--- src/rtl/mux_arb_pipe.sv ---
`default_nettype none
// ============================================================================
// Module      : mux_arb_pipe
// Description : N-to-1 channel multiplexer with explicit-select or
//               round-robin arbitration, feeding a single registered
//               valid/ready output stage (one-cycle latency, full throughput).
// Revision    : 1.0 - initial release
// ============================================================================
module mux_arb_pipe #(
    parameter int WIDTH = 18,
    parameter int N     = 3,
    localparam int SW   = ($clog2(N) > 1) ? $clog2(N) : 1
) (
    input  logic                 clk,
    input  logic                 rst,
    input  logic                 mode,
    input  logic [SW-1:0]        sel,
    input  logic [N*WIDTH-1:0]   in_data,
    input  logic [N-1:0]         in_valid,
    output logic [N-1:0]         in_ready,
    output logic [WIDTH-1:0]     out_data,
    output logic [SW-1:0]        out_chan,
    output logic                 out_valid,
    input  logic                 out_ready
);

    // N widened by one bit so an out-of-range sel can be compared without loss
    localparam logic [SW:0]   C_N_EXT = (SW+1)'(N);
    localparam logic [SW-1:0] C_LAST  = SW'(N-1);

    typedef enum logic [0:0] {
        EMPTY = 1'b0,
        FULL  = 1'b1
    } state_t;

    state_t             state_q, state_d;
    logic [WIDTH-1:0]   out_data_q, out_data_d;
    logic [SW-1:0]      out_chan_q, out_chan_d;
    logic [SW-1:0]      rr_ptr_q, rr_ptr_d;

    logic [N-1:0]       w_grant;
    logic [SW-1:0]      w_gidx;
    logic               w_found;
    int                 w_idx;
    logic               w_load_en;
    logic               w_xfer;

    // Output register may take a new beat when empty or draining this cycle
    assign w_load_en = (state_q == EMPTY) | out_ready;
    assign in_ready  = w_grant & {N{w_load_en & ~rst}};
    // A grant implies the channel is valid, so any ready bit is a transfer
    assign w_xfer    = |in_ready;

    // Grant selection: explicit sel in mode 0, rotating priority from rr_ptr in mode 1
    always_comb begin
        w_grant = '0;
        w_gidx  = '0;
        w_found = 1'b0;
        w_idx   = 0;
        if (!mode) begin
            if (({1'b0, sel} < C_N_EXT) && in_valid[sel]) begin
                w_grant[sel] = 1'b1;
                w_gidx       = sel;
            end
        end else begin
            for (int k = 0; k < N; k++) begin
                w_idx = int'(rr_ptr_q) + k;
                if (w_idx >= N) begin
                    w_idx = w_idx - N;
                end
                if (!w_found && in_valid[w_idx]) begin
                    w_found        = 1'b1;
                    w_grant[w_idx] = 1'b1;
                    w_gidx         = SW'(w_idx);
                end
            end
        end
    end

    // Next-state for the output stage and the round-robin pointer
    always_comb begin
        state_d    = state_q;
        out_data_d = out_data_q;
        out_chan_d = out_chan_q;
        rr_ptr_d   = rr_ptr_q;
        if (w_xfer) begin
            out_data_d = in_data[int'(w_gidx)*WIDTH +: WIDTH];
            out_chan_d = w_gidx;
            state_d    = FULL;
            if (mode) begin
                rr_ptr_d = (w_gidx == C_LAST) ? '0 : w_gidx + 1'b1;
            end
        end else if ((state_q == FULL) && out_ready) begin
            state_d = EMPTY;
        end
    end

    // State registers; reset discards any held beat
    always_ff @(posedge clk) begin
        if (rst) begin
            state_q    <= EMPTY;
            out_data_q <= '0;
            out_chan_q <= '0;
            rr_ptr_q   <= '0;
        end else begin
            state_q    <= state_d;
            out_data_q <= out_data_d;
            out_chan_q <= out_chan_d;
            rr_ptr_q   <= rr_ptr_d;
        end
    end

    assign out_valid = (state_q == FULL);
    assign out_data  = out_data_q;
    assign out_chan  = out_chan_q;

endmodule
`default_nettype wire

--- config.mk ---
export PLATFORM = sky130hd
export DESIGN_NAME = mux_arb_pipe
export DESIGN_NICKNAME = d
export VERILOG_FILES = /design/src/rtl/mux_arb_pipe.sv
export SDC_FILE = /design/constraint.sdc
export NUM_CORES = 1
export LEC_CHECK = 0
export BUFFER_PORTS_ARGS = -buffer_cell sky130_fd_sc_hd__buf_2
export CORE_MARGIN = 2
export CORE_UTILIZATION = 45
export DETAILED_ROUTE_END_ITERATION = 8
export GPL_ROUTABILITY_DRIVEN = 0
export PLACE_DENSITY = 0.87
export SYNTH_ARGS = -nofsm -noshare
export SYNTH_HDL_FRONTEND = slang
export SYNTH_SLANG_ARGS = --single-unit
--- constraint.sdc ---
create_clock -name clk -period 2.9 [get_ports clk]
set_input_delay 0.29 -clock clk [delete_from_list [all_inputs] [get_ports clk]]
set_output_delay 0.29 -clock clk [all_outputs]
set_load 0.01 [all_outputs]
==> results.ini <==
[run_status]
status=completed

[critical_path]
crit_path_start_kind=flop
critPathArrivalTime_ns=2.44
worstPathMaxFanout=13
rrSetupSlack_ns=0.24
critPathCaptureType=primary output
critPathKind=reg -> out
reg2reg_to=out_chan[1]$_SDFFE_PP0P_
rr_worst_depth=9
timing.rr.start=rr_ptr_q[1]$_SDFFE_PP0P_
required_ns=2.61

[cells_and_area]
layout.nets=342
synthToLayoutAreaGrowth_pct=32.8
fill_cells=320
finalInstanceArea_um2=2230
fin_cells=322
drive_gt1_frac=0.387
n_antenna_cell=0

[timing]
finClkSkew_ns=0.00325
slew_viol_final=0
tightest_slew_ns=0.656
hold_viol=0
setup_viol=0
setup_tns_ns=0
finalCritPeriodShare=0.943
max_freq_mhz=366
relSlewSlack=0.558
min_period_ns=2.73
fin_ws_ns=0.166

[pwr]
power_leakage_nw=1.15
cellPowerDensity_nw_per_um2=773
ir_drop_uv=324
power_mw=1.73

[placed_design]
dp_hpwl_um=3400
post-place-ws_ns=0.184
dp.cells=318
dpl_cell_area_um2=2170
port_buffers=86

[cts]
clockBufferDepth=2
numClockSinks=23
numCtsBuffers=3
holdBufCountCts=0
h-tree-depth=1
cts-root-buf=clkbuf_8
cts.clk_slew.worst_paths_ns=0.08
cts_setup_buffers=0
worstSkewPairLatency_ns=0.26
cts_tree=done

[floorplan]
dieWidth_um=65.1
rows=22
initial_core_util=0.462
core_area_um2=3630
dieHeight_um=65.1
ioPinCount=87
dieArea_um2=4240

[detailed_routing]
routedWlPerCell_um=14.0
vias=1780
drtPass1Iterations=4
dr.first_iter.drc_count=49
ant_nets=0
viasPerCell=5.53
post-route-drc-count=0
drt_wl_total_um=4510

[worst_hold_path]
hold_class=in -> reg
hold_depth=3
worstHoldEndpoint=out_data[9]$_SDFFE_PP0P_
hp-start=in_data[9]

[synth]
netlist_area_um2=1680
synth_warnings=0
synth.avg_cell_area_um2=8.66
synthCells=194
synth-seq-cells=23
synth_cell_types=40
synth_fp_nets=261
ys_seq_area_frac=0.274

[grt]
overflow=0
antenna_found_initial=0
track_usage=0.206
grt_max_degree=26
grt_pass1_vias=1609
grt_pass1_wl_um=6980

[run]
cap_violations=0

==> cells in the mapped netlist, drive strengths merged <==
library cell / n / area share
mux2: 3 / 0.022
o211a: 3 / 0.018
a41oi: 2 / 0.010
a22o: 18 / 0.094
o21ba: 1 / 0.0060
a21o: 1 / 0.0045
mux2i: 20 / 0.12
nor2b: 4 / 0.015
a211oi: 1 / 0.0074
nand2: 4 / 0.0089
nand3: 3 / 0.0089
o22a: 1 / 0.0052
nor4: 1 / 0.0037
o2111ai: 1 / 0.0052
o21a: 2 / 0.0089
a2111oi: 1 / 0.016
dfxtp: 23 / 0.27
and3b: 1 / 0.0052
o211ai: 3 / 0.013
nor4bb: 4 / 0.024
nor3: 2 / 0.0060
a21oi: 24 / 0.071
and2: 4 / 0.015
o21ai: 5 / 0.015
buf: 7 / 0.026
inv: 5 / 0.011
ha: 4 / 0.030
o31a: 1 / 0.0052
nand2b: 24 / 0.089
nor2: 9 / 0.022
a31oi: 2 / 0.011
and4b: 1 / 0.0060
o31ai: 1 / 0.0045
clkbuf: 8 / 0.018
==> layout make-up <==
cell class	count	area [µm²]	area share
timing repair buffer	91	480	0.215
tap	48	60.1	0.0269
clock buffer	3	41.3	0.0185
clock inverter	1	5.00	0.00224
sequential	23	460	0.206
multi-input combinational	151	1160	0.522
inverter	5	18.8	0.00841
==> flip-flops by register name, summed over array words and instances, names as in the netlist <==
register / count
rr_ptr_q: 2
out_data: 18
out_valid: 1
out_chan: 2
==> routing by layer <==
metal	routed length [µm]	vias up	GRT usage	share of wire
met5	0	-	0	0
met4	87	0	0.0625	0.019
met3	362	10	0.0428	0.080
met2	2190	76	0.375	0.48
met1	1880	822	0.241	0.42
li1	-	872	-	-
==> power breakdown <==
group	switching (mW)	internal, mW	total [mW]
Sequential	0.0652	0.441	0.507
Clock	0.101	0.0959	0.197
Combinational	0.552	0.470	1.02
==> stage by stage <==
stage	hold slack, ns	util
final	0.292	0.614
after global routing	0.300	0.614
after floorplan	0.467	-
after CTS	0.290	0.611
after global placement	0.457	0.598
after detailed placement	0.469	0.598
==> worst max-delay path: stages (launching register included) <==
cell and delay [ns]:
dfxtp_1 0.35, inv_1 0.13, ha_4 0.23, mux2_2 0.39
a2111oi_4 0.38, o21ai_0 0.16, o2111ai_1 0.20, and2_1 0.21
buf_2 0.14
==> timing repair <==
item | 4_1_cts | 5_1_grt
hold endpoints to repair | 0 | 0
setup endpoints to repair | 0 | 3
resized for setup | 0 | 2
==> kinds of logic (layout without fill, tap and decap cells) <==
family	count (synthesis)	after routing	share of synthesized area
flops	23	23	0.274
simple gates	57	57	0.203
mux	23	23	0.141
fa+ha+maj	4	4	0.0298
compound gates	67	67	0.296
buf+inv	20	100	0.0551
==> how the worst max path moves through the flow <==
| stage | from | end | slack [ns] | cells after the start |
|---|---|---|---|---|
| floorplan | rr_ptr_q[0]$_SDFFE_PP0P_ | out_chan[1]$_SDFFE_PP0P_ | 0.29 | 10 |
| global placement | rr_ptr_q[0]$_SDFFE_PP0P_ | out_chan[1]$_SDFFE_PP0P_ | 0.25 | 9 |
| detailed placement | rr_ptr_q[0]$_SDFFE_PP0P_ | out_chan[1]$_SDFFE_PP0P_ | 0.18 | 9 |
| CTS | rr_ptr_q[0]$_SDFFE_PP0P_ | in_ready[0] | 0.04 | 8 |
| global route | rr_ptr_q[0]$_SDFFE_PP0P_ | in_ready[0] | -0.01 | 8 |
| finish | rr_ptr_q[0]$_SDFFE_PP0P_ | in_ready[0] | 0.17 | 8 |
==> cells in the final DEF, fill, tap and decap left out, types with 2 or more instances in the layout <==
cell,n
nand2b_1,24
o211a_1,3
and2_1,4
clkbuf_8,3
o21ai_0,4
nor2_1,8
buf_2,86
mux2i_1,20
a41oi_1,2
a21oi_1,24
a22o_1,18
o211ai_1,3
nor4bb_1,4
o21a_1,2
nand3_1,3
nor3_1,2
dfxtp_1,23
nand2_1,4
buf_4,4
inv_1,5
mux2_2,2
nor2b_1,4
ha_1,3
Power figures use the tool's default switching activity.
